**config.mk**
```make
export PLATFORM = sky130hd
export DESIGN_NAME = bcd_converter
export DESIGN_NICKNAME = d
export VERILOG_FILES = /design/src/rtl/bcd_pkg.sv /design/src/rtl/bcd_converter_add3.sv /design/src/rtl/bcd_converter.sv
export SDC_FILE = /design/constraint.sdc
export NUM_CORES = 1
export LEC_CHECK = 0
export ABC_AREA = 1
export BUFFER_PORTS_ARGS = -buffer_cell sky130_fd_sc_hd__buf_2
export CAP_MARGIN = 0
export CORE_ASPECT_RATIO = 1.5
export CORE_MARGIN = 2
export CORE_UTILIZATION = 50
export CTS_BUF_LIST = sky130_fd_sc_hd__clkbuf_8
export DETAILED_ROUTE_END_ITERATION = 6
export HOLD_SLACK_MARGIN = 0.1
export PLACE_DENSITY = 0.71
export SKIP_LAST_GASP = 1
export SLEW_MARGIN = 0
export SYNTH_ARGS = -nofsm -noshare
export SYNTH_HDL_FRONTEND = slang
export SYNTH_SLANG_ARGS = --single-unit
```
**constraint.sdc**
```tcl
create_clock -name clk -period 1.88 [get_ports clk]
set_input_delay 0.282 -clock clk [delete_from_list [all_inputs] [get_ports clk]]
set_output_delay 0.282 -clock clk [all_outputs]
set_load 0.05 [all_outputs]
```
**src/rtl/bcd_pkg.sv**
```systemverilog
// bcd_pkg -- shared types and constants for the binary-to-BCD converter.
//   state_t        : converter FSM states (IDLE, CONVERT, DONE)
//   bcd_digit_t    : one packed BCD nibble
//   ADD3_THRESHOLD : digit value at or above which double-dabble adds 3
//   bcd_ndigits()  : decimal digits needed to hold 2^w-1
package bcd_pkg;

    typedef enum logic [1:0] {
        IDLE    = 2'd0,
        CONVERT = 2'd1,
        DONE    = 2'd2
    } state_t;

    typedef logic [3:0] bcd_digit_t;

    localparam bcd_digit_t ADD3_THRESHOLD = 4'd5;

    // floor(w*log10(2)) + 1, using log10(2) ~= 0.30103; exact for w up to 64+.
    function automatic int bcd_ndigits(input int w);
        return (w * 30103) / 100000 + 1;
    endfunction

endpackage

```
**src/rtl/bcd_converter_add3.sv**
```systemverilog
// bcd_add3 -- combinational double-dabble correction for one BCD digit.
//   d_i : digit before the shift
//   d_o : d_i + 3 when d_i >= ADD3_THRESHOLD, else d_i unchanged
module bcd_add3
    import bcd_pkg::*;
(
    input  bcd_digit_t d_i,
    output bcd_digit_t d_o
);

    assign d_o = (d_i >= ADD3_THRESHOLD) ? d_i + 4'd3 : d_i;

endmodule

```
**src/rtl/bcd_converter.sv**
```systemverilog
// bcd_converter -- sequential binary-to-BCD converter (shift-and-add-3),
// one bit per clock, W iterations per conversion.
//
// Ports:
//   clk      : clock, rising edge
//   reset    : asynchronous active-low reset
//   start    : conversion request, only looked at in IDLE
//   bin      : W-bit value, captured on the accepting edge
//   busy     : high in CONVERT and DONE
//   done     : one-cycle pulse when digits/overflow/sign update
//   digits   : NDIG BCD digits, digit 0 in [3:0]
//   overflow : result needs more than NDIG digits
//   sign     : result was negative (only with BCD_SIGN_EN, else tied 0)
//
// Build option: define BCD_SIGN_EN to treat bin as two's complement; the
// magnitude is converted and sign is registered alongside digits.
module bcd_converter
    import bcd_pkg::*;
#(
    parameter int W    = 32,
    parameter int NDIG = 8
) (
    input  logic            clk,
    input  logic            reset,
    input  logic            start,
    input  logic [W-1:0]    bin,
    output logic            busy,
    output logic            done,
    output logic [4*NDIG-1:0] digits,
    output logic            overflow,
    output logic            sign
);

    localparam int NBCD = bcd_ndigits(W);
    localparam int CW   = $clog2(W + 1);

    state_t              state_q, state_d;
    logic [W-1:0]        sr_q, sr_d;
    logic [4*NBCD-1:0]   bcd_q, bcd_d;
    logic [CW-1:0]       cnt_q, cnt_d;
    logic [4*NDIG-1:0]   digits_q, digits_d;
    logic                ovf_q, ovf_d;

    logic [W-1:0]        load_val;
    logic [4*NBCD-1:0]   bcd_adj;
    logic [4*NBCD-1:0]   bcd_shift;
    logic [4*NDIG-1:0]   res_digits;
    logic                res_ovf;

    // ---- one add-3 cell per internal digit ----
    for (genvar g = 0; g < NBCD; g++) begin : g_add3
        bcd_add3 u_add3 (
            .d_i (bcd_q[4*g +: 4]),
            .d_o (bcd_adj[4*g +: 4])
        );
    end

    // Corrected BCD shifted left, taking the next binary MSB in at bit 0.
    assign bcd_shift = {bcd_adj[4*NBCD-2:0], sr_q[W-1]};

    // Low NDIG digits go out; anything above them flags overflow.
    if (NDIG <= NBCD) begin : g_res_trim
        assign res_digits = bcd_shift[4*NDIG-1:0];
    end else begin : g_res_pad
        assign res_digits = {{(4*(NDIG-NBCD)){1'b0}}, bcd_shift};
    end

    if (NBCD > NDIG) begin : g_ovf
        assign res_ovf = |bcd_shift[4*NBCD-1:4*NDIG];
    end else begin : g_no_ovf
        assign res_ovf = 1'b0;
    end

`ifdef BCD_SIGN_EN
    logic neg_q, neg_d;
    logic sign_q, sign_d;
    logic load_neg;

    assign load_neg = bin[W-1];
    // -2^(W-1) negates to itself, which is the right unsigned magnitude.
    assign load_val = load_neg ? -bin : bin;
    assign sign     = sign_q;
`else
    assign load_val = bin;
    assign sign     = 1'b0;
`endif

    // ---- next-state / datapath ----
    always_comb begin
        state_d  = state_q;
        sr_d     = sr_q;
        bcd_d    = bcd_q;
        cnt_d    = cnt_q;
        digits_d = digits_q;
        ovf_d    = ovf_q;
`ifdef BCD_SIGN_EN
        neg_d    = neg_q;
        sign_d   = sign_q;
`endif
        case (state_q)
            IDLE: begin
                if (start) begin
                    sr_d    = load_val;
                    bcd_d   = '0;
                    cnt_d   = '0;
                    state_d = CONVERT;
`ifdef BCD_SIGN_EN
                    neg_d   = load_neg;
`endif
                end
            end
            CONVERT: begin
                sr_d  = sr_q << 1;
                bcd_d = bcd_shift;
                cnt_d = cnt_q + CW'(1);
                // Last iteration: publish the result of this very shift.
                if (cnt_q == CW'(W - 1)) begin
                    state_d  = DONE;
                    digits_d = res_digits;
                    ovf_d    = res_ovf;
`ifdef BCD_SIGN_EN
                    sign_d   = neg_q;
`endif
                end
            end
            DONE: begin
                state_d = IDLE;
            end
            default: begin
                state_d = IDLE;
            end
        endcase
    end

    // ---- state registers ----
    always_ff @(posedge clk or negedge reset) begin
        if (!reset) begin
            state_q  <= IDLE;
            sr_q     <= '0;
            bcd_q    <= '0;
            cnt_q    <= '0;
            digits_q <= '0;
            ovf_q    <= 1'b0;
`ifdef BCD_SIGN_EN
            neg_q    <= 1'b0;
            sign_q   <= 1'b0;
`endif
        end else begin
            state_q  <= state_d;
            sr_q     <= sr_d;
            bcd_q    <= bcd_d;
            cnt_q    <= cnt_d;
            digits_q <= digits_d;
            ovf_q    <= ovf_d;
`ifdef BCD_SIGN_EN
            neg_q    <= neg_d;
            sign_q   <= sign_d;
`endif
        end
    end

    assign busy     = (state_q != IDLE);
    assign done     = (state_q == DONE);
    assign digits   = digits_q;
    assign overflow = ovf_q;

endmodule

```
# Word-level counts from Yosys, hierarchy flattened
# Cells that the tools add are included.
# totals
ff_bits,113
input_bits,35
output_inout_bits,36
word_cells,58
# classes
add_sub_neg,11
order_cmp,10
eq_ne,5
mux,19
reduce_logical,7
# ops
cell,count
$pmux 40 s2,1
$pmux 32 s2,1
$ge 4x3->1 const B,10
$mux 40,1
$add 4x2->4 const B,9
$mux 4,9
$mux 32,1
$pmux 6 s2,1
$reduce_or 8->1,1
$add 6x1->6 const B,1
$eq 6x5->1 const B,1
$mux 6,1
$reduce_and 2->1,3
$mux 2,2
$ne 2x2->1 const B,2
$pmux 2 s2,1
$reduce_bool 2->1,2
$add 3x2->3 const B,1
$mux 3,1
$eq 2x1->1 const B,1
$eq 2x2->1 const B,1
$logic_not 2->1,1

# Logic depth before layout (Yosys ltp)
# Gate-level depths: netlist (run 1).
# depth
ltp_word,3
depth_mapped,11

# Modules after synthesis
# From an unflattened synthesis (run 1), not the netlist that was laid out.
# hier_totals
cells_unflattened,783
area_unflattened_um2,6160.9
# modules_own_cells
mod,n_inst,cells_each,area_each_um2,seq_area_each_um2
bcd_converter,1,553,4809.6,2827.7
bcd_add3,10,23,135.1,0.0

# Least setup slack after synthesis (run 1)
# OpenSTA, ideal clock, no wires.
# synth_path
path_kind,flip-flop to flip-flop
from,reg bcd_q[24]
to,reg bcd_q[28]
t_arrival_ns,1.343
slack_ns,0.455
stages_incl_launch_ff,8
period_less_slack_ns,1.425
cell_sequence,dfrtp_1 -> inv_1 -> ha_1 -> or2_2 -> nand2_2 -> a21boi_0 -> nand2_1 -> o21ai_0
# synth_between
elab_chain_len,3
elab_cells_between_ends,4
# synth_lines
item,line_no,rtl
from (decl),bcd_converter.sv:39,"logic [4*NBCD-1:0] bcd_q, bcd_d;"
from (signal assigned),bcd_converter.sv:140,bcd_q <= '0;
from (signal assigned),bcd_converter.sv:151,bcd_q <= bcd_d;
$add 4x2->4 / $ge 4x3->1 (equally long branches),bcd_converter_add3.sv:11,assign d_o = (d_i >= ADD3_THRESHOLD) ? d_i + 4'd3 : d_i;
$mux 4 (*),bcd_converter_add3.sv:11,
$pmux 40 s2 (*),bcd_converter.sv:100,case (state_q)
# Mark *: on every way between the ends. The rest lies on a longest branch, timed or not.
# A chain may end at the register's enable or synchronous reset.

# Final worst setup path (run 1)
# layout_path
from,reg state_q[0]
to,reg sr_q[29]
# layout_between
elab_chain_len,3
elab_cells_between_ends,6
# layout_lines
item,line_no,rtl
from (decl),bcd_converter.sv:37,"state_t state_q, state_d;"
from (signal assigned),bcd_converter.sv:149,state_q <= state_d;
$eq 2x1->1 / $logic_not 2->1 (equally long branches),bcd_converter.sv:100,
$reduce_bool 2->1 (no line) / $ne 2x2->1 (equally long branches),--,
$reduce_and 2->1 (no line),--,
to (signal assigned),bcd_converter.sv:150,sr_q <= sr_d;
to (decl),bcd_converter.sv:38,"logic [W-1:0] sr_q, sr_d;"
# Several ways; a longest one is shown, not always the timed one.

==> summary.txt, run 1 <==
Status
  • Outcome: finished, final reports clean

Logic synthesis
  • Post-Syn Nets: between 600 and 700
  • Flops & latches, synth: 113
  • Netlist cell types: 35
  • Synth warnings: 0
  • Post-synth EDFFs: 0
  • Post-Syn Instances: 639
  • Largest cells by area after synthesis: dfrtp_1 52%, nand2_1 14%, inv_1 5.8%
  • Top cell type by total area after synthesis: dfrtp_1
  • Post-synth top area share: 51.8%
  • Syn_area_per_cell: 8.54 um2
  • Sequential share of the synthesized area: 51.8%
  • Share of flip-flops with an asynchronous set or reset: 100%
  • Cell Area, Synth: 0.00546 mm2
  • Main synth FF type: dfrtp_1

Critical path
  • R2R setup slack: between 0.15 and 0.2 ns
  • CP dominant cell by count: nand2_1
  • Highest-delay cell along the critical path: dfrtp_1
  • Buf+Inv Stages, Crit Path: 1
  • Origin of the critical flop-to-flop path: state_q[0]$_DFFE_PN0P_
  • Critical path class: reg2reg
  • Reg2reg end: sr_q[29]$_DFFE_PN0P_
  • Crit path max fanout: 13
  • CP endpoint kind: flip-flop
  • Worst setup SP type: flip-flop
  • CP top delay family: simple AND/OR/NAND/NOR gates
  • WP data required: between 2 and 2.5 ns
  • Reg2reg path depth: 6
  • CP arrival: 1.99 ns
  • Largest stage delay, worst path: 0.41 ns
  • Critical path, cell by cell: nor2_1, nand2_1, nand2_2, inv_1, a22oi_1, nand2_1

Die
  • Site row count: 46
  • Die area: 0.0118 mm2
  • Core Box Area: around 0.011 mm2
  • Die width: between 80 and 90 um
  • Die Y: approximately 130 um
  • Initial Utilization: 51.5%
  • I/O pins: a little over 70

GRT
  • First-pass GRT wire length: 20.7 mm
  • Vias in the first global route: between 4,000 and 5,000
  • Total congestion overflow: 0
  • Initial antenna violation count: 0
  • GRT Util Overall: 22.2%
  • Largest net degree at the start of global routing: 44

CTS
  • Clock sinks: ~110
  • H-tree depth: 4
  • CTS tree: done
  • Clock tree buffer depth: 2
  • CTS Buf Count: 17
  • Clk pin slew, worst setup/hold paths: ~0.070 ns
  • Latest clock arrival within the worst-skew pair: approximately 0.43 ns
  • Clock Tree Root: clkbuf_8

Timing
  • Final Hold Fails: 0
  • Max Fclk: 592 MHz
  • Final period util: between 80 and 90%
  • Clock Skews: 0.0135 ns
  • # setup viols final: 0
  • Minimum clock period: 1.69 ns
  • Fin Hold WS: roughly 0.34 ns
  • Max Slew Vio Count: 0
  • RSZ-0062 raised after global routing: true

Min path
  • Worst Hold Class: in2async

Finish
  • # nets final: 801
  • Non-filler instance count after layout: ~900
  • Filler cell count in the final layout: 930
  • Share of cells above drive strength 1: 16.0%
  • Diode count: 0
  • Fin util: 63.5%
  • Synthesis-to-finish area growth: 23.2%

Routing
  • DR DRC count: 0
  • Vias post-DR: 4,573
  • Iter 0 DRT Violations: around 250
  • ANT nets after route: 0
  • Vias per cell: 5.07
  • Wire per inst: 13.3 um
  • Pre-antenna DRT Iters: 5
  • Final wirelength: 12.0 mm

Placed design
  • RePlAce Congestion: 0.819
  • Cells after DPL: 837
  • DP Wirelength: 8.20 mm
  • Port buffer count: 69

Power
  • Peak VDD IR: 0.00104 V
  • Leakage: 3.43 nW
  • Final total power: 0.0130 W
  • Pwr/cell area: roughly 1900 mW/mm2

Run
  • Max cap viols: 0
[kinds of logic after synthesis]
kind of cell,Yosys count,synth area share [%]
compound gates,129,14.4
xor+xnor,9,1.44
fa+ha+maj,21,4.82
buf+inv,111,8.55
flops,113,51.8
other cells,1,0.0687
simple gates,255,18.9
[cells in the final DEF, fill, tap and decap left out, types with 2 or more instances in the layout]
master	count
or2_1	4
buf_2	68
xor2_1	8
buf_4	7
a21boi_1	4
inv_1	85
or2_2	3
o221ai_1	19
o21ai_0	58
o22ai_1	12
clkinvlp_4	6
dlygate4sd3_1	33
clkbuf_8	19
nand4_1	5
o211ai_1	7
dfrtp_1	113
a21boi_0	2
nor2_1	22
o21ai_1	5
nand3_1	9
nand2_1	206
bufinv_16	3
a22o_1	2
nand2_2	3
a22oi_1	4
buf_12	4
ha_1	21
a21oi_1	14
[power breakdown]
group	internal (W)	leakage (nW)	switching [W]	total (W)
sequential	0.00358	1.36	0.000658	0.00424
combinational	0.00209	1.86	0.00431	0.00640
clock	0.00138	0.198	0.00102	0.00240
total	0.00706	3.43	0.00599	0.0130
[routing by layer]
| layer | GRT usage (%) | wire length (um) |
|---|---|---|
| met5 | 0 | 0 |
| met4 | 7.30 | 196 |
| met3 | 6.64 | 459 |
| met2 | 37.1 | 6250 |
| met1 | 27.0 | 5120 |
[how the worst max path moves through the flow]
stage / start / end / slack [ns] / cells after the start
6_report: state_q[0]$_DFFE_PN0P_ / sr_q[29]$_DFFE_PN0P_ / 0.19 / 6
5_1_grt: state_q[0]$_DFFE_PN0P_ / sr_q[29]$_DFFE_PN0P_ / -0.006 / 6
4_1_cts: state_q[0]$_DFFE_PN0P_ / sr_q[29]$_DFFE_PN0P_ / 0.18 / 6
3_5_place_dp: cnt_q[0]$_DFFE_PN0P_ / overflow$_DFFE_PN0P_ / 0.20 / 8
3_3_place_gp: state_q[0]$_DFFE_PN0P_ / sr_q[11]$_DFFE_PN0P_ / 0.22 / 6
2_1_floorplan: bcd_q[24]$_DFFE_PN0P_ / bcd_q[28]$_DFFE_PN0P_ / 0.45 / 7
[Yosys cell counts, types with 3 or more instances]
cell type and count:
xor2_1 8, inv_1 84, nand3_1 9, o22ai_1 12, clkbuf_1 5, nand4_1 5
ha_1 21, o221ai_1 19, buf_6 3, buf_2 14, a22oi_1 4, a21boi_1 4
o21ai_1 5, o21ai_0 58, a21oi_1 14, dfrtp_1 113, nand2_1 207, nor2_1 22
or2_2 3, o211ai_1 7, or2_1 4
[per-stage QoR]
stage	area, um2	worst slack (ns)	TNS [ns]
6_report	6720	0.192	0
2_1_floorplan	5460	0.455	0
3_3_place_gp	5970	0.219	0
5_1_grt	6720	-0.00616	-0.00616
3_5_place_dp	5970	0.197	0
4_1_cts	6720	0.184	0
[state kept, by name (all words and copies together), names as in the netlist]
signal,cells
bcd_q,40
digits,32
sr_q,32
cnt_q,6
state_q,2
overflow,1
[cell type report]
| type | count | area [um2] | share of cell area, % |
|---|---|---|---|
| repair buffers | 112 | 803 | 11.9 |
| well taps | 144 | 180 | 2.68 |
| flip-flops and latches | 113 | 2830 | 42.1 |
| clock inverters | 13 | 161 | 2.40 |
| multi-input cells | 415 | 2160 | 32.2 |
| inverters | 86 | 325 | 4.84 |
| clock buffers | 19 | 262 | 3.89 |
[repair_timing]
item,4_1_cts,5_1_grt
hold buffers,33,0
setup buffers,0,0
resized for setup,0,0
hold endpoints to repair,61,0
endpoints found under the setup margin,0,1
No activity file was read; power rests on OpenSTA's default activity.
==> inputs of run 2 (changes only) <==
Settings changed: CELL_PAD_IN_SITES_DETAIL_PLACEMENT from default to 1, CELL_PAD_IN_SITES_GLOBAL_PLACEMENT from default to 1, CORE_UTILIZATION 50 to 30, PLACE_DENSITY 0.71 to default, PLACE_DENSITY_LB_ADDON from default to 0.1.
==> summary.txt, run 2 (synthesis results as in run 1) <==
Timing
  • TNS Setup: 0 ns (unchanged)
  • Max Slew Vio Count: 0 (unchanged)
  • Max Fclk: 600 MHz (+1.4%)
  • Slew headroom: between 60% and 70%
  • # setup viols final: 0 (unchanged)
  • RSZ-0062 raised after global routing: false
  • Final period util: 88.6% (-1.2 points)
  • Minimum clock period: 1.67 ns (-0.0230 ns)
  • Fin worst setup slack: 0.215 ns (+0.0230 ns)
  • Worst Tran Pin Value: 0.534 ns
  • Clock Skews: 0.00704 ns (-0.00649 ns)
  • Final Hold Fails: 0 (unchanged)

CTS
  • CTS tree: done
  • Clk pin slew, worst setup/hold paths: 0.07 ns (about the same)
  • # Post-CTS Setup Buffers: 0 (unchanged)
  • Clock Tree Root: clkbuf_8
  • Clock sinks: 113 (unchanged)
  • Latest clock arrival within the worst-skew pair: 0.43 ns (about the same)
  • H-tree depth: 4 (unchanged)
  • Clock tree buffer depth: 2 (unchanged)
  • CTS Buf Count: 17 (unchanged)

Die
  • Initial Utilization: 30.5% (-21 points)
  • I/O pins: 71 (unchanged)
  • Die width: 114 um (+28%)
  • Die Y: 169 um (+28%)
  • Core Box Area: 0.0179 mm2 (+69%)
  • Site row count: 60 (+30%)
  • Die area: 0.0193 mm2 (+64%)

Critical path
  • WP data required: 2.23 ns (+0.05 ns)
  • Crit path max fanout: 4 (-9)
  • Worst setup path start: bcd_q[12]$_DFFE_PN0P_
  • CP arrival: 2.02 ns (+0.03 ns)
  • R2R setup slack: 0.21 ns (+0.02 ns)
  • Critical path class: reg2reg
  • Reg2reg path depth: 7 (+1)
  • CP dominant cell by count: nand2_1
  • Origin of the critical flop-to-flop path: bcd_q[12]$_DFFE_PN0P_
  • Largest stage delay, worst path: 0.41 ns (about the same)
  • CP endpoint kind: flip-flop
  • Worst Setup EP: bcd_q[13]$_DFFE_PN0P_
  • Reg2reg end: bcd_q[13]$_DFFE_PN0P_
  • Highest-delay cell along the critical path: dfrtp_1
  • Worst setup SP type: flip-flop
  • Critical path, cell by cell: inv_1, ha_1, or2_2, nand2_1, xor2_1, nand2_1, o21ai_0

Finish
  • Number of flip-flops in the largest register: 40 (unchanged)
  • Synthesis-to-finish area growth: 24.9%
  • Most frequent cells in the layout: 206 x nand2_1, 113 x dfrtp_1, 85 x inv_1
  • Share of cells above drive strength 1: 16.4% (+0.44 points)
  • # nets final: 805 (+0.50%)
  • Commonest non-fill, non-tap cell in the layout: nand2_1
  • Biggest register: bcd_q
  • Diode count: 0 (unchanged)

Routing
  • Wire per inst: 14.1 um (+5.7%)
  • Final wirelength: 13.8 mm (+15%)
  • DR DRC count: 0 (unchanged)
  • ANT nets after route: 0 (unchanged)
  • Iter 0 DRT Violations: 98 (-61%)
  • Vias per cell: 4.71 (-7.0%)
  • Vias post-DR: 4,615 (+0.92%)
  • Pre-antenna DRT Iters: 4 (-1)

Placed design
  • Port buffer count: 69 (unchanged)
  • DP Wirelength: 9.55 mm (+16%)
  • RePlAce Congestion: 0.762 (-6.9%)
  • Worst slack, placed: 0.150 ns (-0.0467 ns)

GRT
  • Vias in the first global route: 5,156 (+10%)
  • Initial antenna violation count: 0 (unchanged)
  • Total congestion overflow: 0 (unchanged)
  • First-pass GRT wire length: 24.1 mm (+16%)
  • Largest net degree at the start of global routing: 45 (+2.3%)
  • GRT Util Overall: 15.6% (-6.6 points)

Run
  • Max cap viols: 0 (unchanged)

Min path
  • Worst Hold Class: in2reg

Status
  • Outcome: finished, final reports clean

Power
  • Leakage: 3.46 nW (+1.0%)
  • Peak VDD IR: 0.000561 V (-46%)
  • Pwr/cell area: 1910 mW/mm2 (-1.6%)
[run 2: cell types whose count changed in the layout (fill, tap and decap cells not counted)]
| cell | delta |
|---|---|
| clkinv_2 | +6 |
| clkinvlp_4 | -5 |
| buf_4 | +4 |
| bufinv_16 | -1 |
| clkbuf_8 | +1 |
| inv_6 | -1 |
| o21ai_0 | -1 |
| o21ai_1 | +1 |
[run 2: report_power, final]
part / switching [W] / internal (W)
Clock: 0.00102 / 0.00126
Combinational: 0.00438 / 0.00211
Sequential: 0.000656 / 0.00358
Total: 0.00605 / 0.00696
[run 2: how the worst min path moves through the flow]
stage                     startpoint                     end  slack [ns]  cells after the start
after floorplan                reset    bcd_q[0]$_DFFE_PN0P_       -0.01                      0
after global placement         reset  digits[23]$_DFFE_PN0P_        0.30                      1
after detailed placement       reset  digits[23]$_DFFE_PN0P_        0.30                      1
after CTS                      start    cnt_q[5]$_DFFE_PN0P_        0.27                      6
after global routing           start    cnt_q[5]$_DFFE_PN0P_        0.33                      6
final                          start    cnt_q[5]$_DFFE_PN0P_        0.29                      6
[run 2: through the flow]
| stage | cells | area, um2 | power (W) | hold slack, ns | utilization, % |
|---|---|---|---|---|---|
| global placement | 914 | 6090 | 0.0106 | 0.302 | 34.1 |
| detailed placement | 914 | 6090 | 0.0109 | 0.303 | 34.1 |
| finish | 979 | 6810 | 0.0130 | 0.293 | 38.1 |
| floorplan | 639 | 5460 | 0.00901 | -0.0136 | - |
| CTS | 979 | 6810 | 0.0133 | 0.268 | 38.1 |
| global route | 979 | 6810 | 0.0143 | 0.332 | 38.1 |
[run 2: worst max-delay path: cells and delay by family (launching register included)]
kind | cells | cell delay, ns
xor+xnor | 1 | 0.26
flops | 1 | 0.41
simple gates | 3 | 0.55
buf+inv | 1 | 0.08
fa+ha+maj | 1 | 0.21
compound gates | 1 | 0.08
[run 2: metal layers]
metal | track usage [%] | vias up | wire (um)
li1 | - | 2284 | -
met1 | 18.1 | 2248 | 5880
met2 | 28.0 | 73 | 7330
met3 | 4.00 | 10 | 428
met4 | 4.67 | 0 | 162
met5 | 0 | - | 0
[run 2: cell type report]
type | count | area, um2
clock buffers | 20 | 275
clock inverters | 12 | 115
fillers | 2124 | 11100
inverters | 86 | 325
multi-input cells | 415 | 2160
flip-flops and latches | 113 | 2830
well taps | 217 | 272
repair buffers | 116 | 833
[run 2: timing repair]
| action | 4_1_cts | 5_1_grt |
|---|---|---|
| gates resized for setup | 0 | 1 |
| hold buffers | 33 | 0 |
| endpoints found under the setup margin | 0 | 2 |
| endpoints found under the hold margin | 59 | 0 |
==> inputs of run 3 (changes only) <==
Clock period 1.88 ns to 1.4 ns, I/O delays scaled along.
==> summary.txt, run 3 (synthesis results as in run 1) <==
Timing
  • Max Slew Vio Count: 0 (unchanged)
  • Final period util: 108% (+20 points)
  • RSZ-0062 raised after global routing: true
  • # setup viols final: 54 (+54)
  • Fin worst setup slack: -0.117 ns (-0.332 ns)
  • Max Fclk: 659 MHz (+9.8%)
  • Minimum clock period: 1.52 ns (-0.148 ns)
  • Final Hold Fails: 0 (unchanged)
  • Clock Skews: 0.00907 ns (+0.00203 ns)

Finish
  • Non-filler instance count after layout: 1,064 (+8.7%)
  • Diode count: 0 (unchanged)
  • Number of flip-flops in the largest register: 40 (unchanged)
  • # nets final: 890 (+11%)
  • Most frequent cells in the layout: 157 x nand2_1, 112 x dfrtp_1, 69 x buf_4
  • Fin util: 48.1% (+10 points)
  • Commonest non-fill, non-tap cell in the layout: nand2_1
  • Biggest register: bcd_q
  • Fin area: 0.00859 mm2 (+26%)
  • Synthesis-to-finish area growth: 57.5%
  • Share of cells above drive strength 1: 41.9% (+26 points)

Critical path
  • Largest stage delay, worst path: 0.42 ns (about the same)
  • Crit path max fanout: 7 (+3)
  • CP endpoint kind: flip-flop
  • Critical path, cell by cell: ha_4, nand3_4, nor2_4, nand3_4, buf_12, inv_16, buf_12, nand2_1, nand2_1
  • Worst setup SP type: flip-flop
  • Critical path class: reg2reg
  • Buf+Inv Stages, Crit Path: 3 (+2)
  • WP data required: 1.78 ns (-0.45 ns)
  • CP arrival: 1.90 ns (-0.12 ns)
  • Highest-delay cell along the critical path: dfrtp_1
  • CP top delay family: simple AND/OR/NAND/NOR gates

Die
  • Die width: 114 um (unchanged)
  • Initial Utilization: 30.5% (unchanged)
  • Die area: 0.0193 mm2 (unchanged)
  • Die Y: 169 um (unchanged)
  • Site row count: 60 (unchanged)
  • Core Box Area: 0.0179 mm2 (unchanged)
  • I/O pins: 71 (unchanged)

CTS
  • Clock Tree Root: clkbuf_8
  • Clk pin slew, worst setup/hold paths: 0.07 ns (about the same)
  • CTS tree: done
  • Clock sinks: 113 (unchanged)
  • Latest clock arrival within the worst-skew pair: 0.44 ns (about the same)
  • Clock tree buffer depth: 2 (unchanged)
  • CTS Buf Count: 17 (unchanged)
  • H-tree depth: 4 (unchanged)

Routing
  • Vias post-DR: 5,090 (+10%)
  • Final wirelength: 17.7 mm (+28%)
  • Iter 0 DRT Violations: 116 (+18%)
  • DR DRC count: 0 (unchanged)
  • Vias per cell: 4.78 (+1.5%)
  • Wire per inst: 16.6 um (+18%)
  • Pre-antenna DRT Iters: 4 (unchanged)
  • ANT nets after route: 0 (unchanged)

GRT
  • Largest net degree at the start of global routing: 50 (+11%)
  • Vias in the first global route: 5,560 (+7.8%)
  • Initial antenna violation count: 0 (unchanged)
  • Total congestion overflow: 0 (unchanged)
  • First-pass GRT wire length: 26.8 mm (+11%)
  • GRT Util Overall: 17.7% (+2.1 points)

Placed design
  • DP Wirelength: 10.4 mm (+8.4%)
  • RePlAce Congestion: 0.752 (-1.4%)
  • Placed instance area: 0.00648 mm2 (+6.4%)
  • Cells after DPL: 958 (+4.8%)
  • Worst slack, placed: -0.163 ns (-0.313 ns)
  • Port buffer count: 69 (unchanged)

Run
  • Max cap viols: 0 (unchanged)

Status
  • Outcome: finished, violations left
  • Failing checks: setup timing

Power
  • Peak VDD IR: 0.000782 V (+40%)
  • Leakage: 4.15 nW (+20%)
  • Pwr/cell area: 2730 mW/mm2 (+43%)

Min path
  • Worst Hold Class: in2async
[run 3: cell types whose count changed in the layout (fill, tap and decap cells not counted), moves of 8 or more]
cell | previous run | this run
a21oi_1 | 14 | 1
buf_4 | 11 | 69
buf_6 | 0 | 14
ha_1 | 21 | 3
ha_4 | 0 | 14
inv_1 | 85 | 60
inv_2 | 1 | 23
nand2_1 | 206 | 157
nand2_2 | 3 | 37
nand2_4 | 0 | 13
nor2_1 | 22 | 14
o21ai_0 | 57 | 31
o21ai_1 | 6 | 24
[run 3: area by class of cell]
type                    count  area [um2]
inverters                  86         348
clock buffers              21         289
flip-flops and latches    113        2830
repair inverters            1        7.51
well taps                 217         272
repair buffers            200        1740
multi-input cells         415        2950
fillers                  2047        9270
clock inverters            11         159
[run 3: timing repair]
item                       in CTS  in global routing
setup endpoints to repair      68                112
gates cloned                    5                  3
buffers inserted               14                 20
pin swaps                      27                 45
hold buffers                   33                  0
hold endpoints to repair      145                  0
gates resized for setup        95                161
[run 3: final timing paths]
| check | slack, ns | end | depth (start not counted) | from |
|---|---|---|---|---|
| hold / removal | 0.22 | digits[23]$_DFFE_PN0P_ | 2 | reset |
| hold reg to reg | 0.47 | digits[14]$_DFFE_PN0P_ | 2 | digits[14]$_DFFE_PN0P_ |
| setup reg to reg | -0.12 | digits[8]$_DFFE_PN0P_ | 9 | cnt_q[1]$_DFFE_PN0P_ |
| min in group clk | 0.28 | state_q[0]$_DFFE_PN0P_ | 5 | start |
| max in group asynchronous | 0.58 | bcd_q[1]$_DFFE_PN0P_ | 3 | reset |
| setup / recovery | -0.12 | digits[8]$_DFFE_PN0P_ | 9 | cnt_q[1]$_DFFE_PN0P_ |
[run 3: where the power goes]
part,internal (W),switching [W]
Combinational,0.00588,0.00824
Sequential,0.00482,0.00101
Clock,0.00211,0.00140
Total,0.0128,0.0106
[run 3: stage by stage]
step / total power, W / hold WS (ns) / setup TNS [ns]
2_1_floorplan: 0.0121 / -0.0856 / 0
3_3_place_gp: 0.0153 / 0.143 / -0.984
3_5_place_dp: 0.0158 / 0.149 / -3.68
4_1_cts: 0.0209 / 0.207 / -3.50
5_1_grt: 0.0253 / 0.225 / -9.65
6_report: 0.0235 / 0.218 / -3.78
[run 3: metal layers]
layer | vias to the layer above | wire, um | track usage (%)
met4 | 0 | 497 | 7.58
met5 | - | 0 | 0
met2 | 108 | 9840 | 32.2
li1 | 2452 | - | -
met1 | 2496 | 6740 | 19.4
met3 | 34 | 578 | 4.39
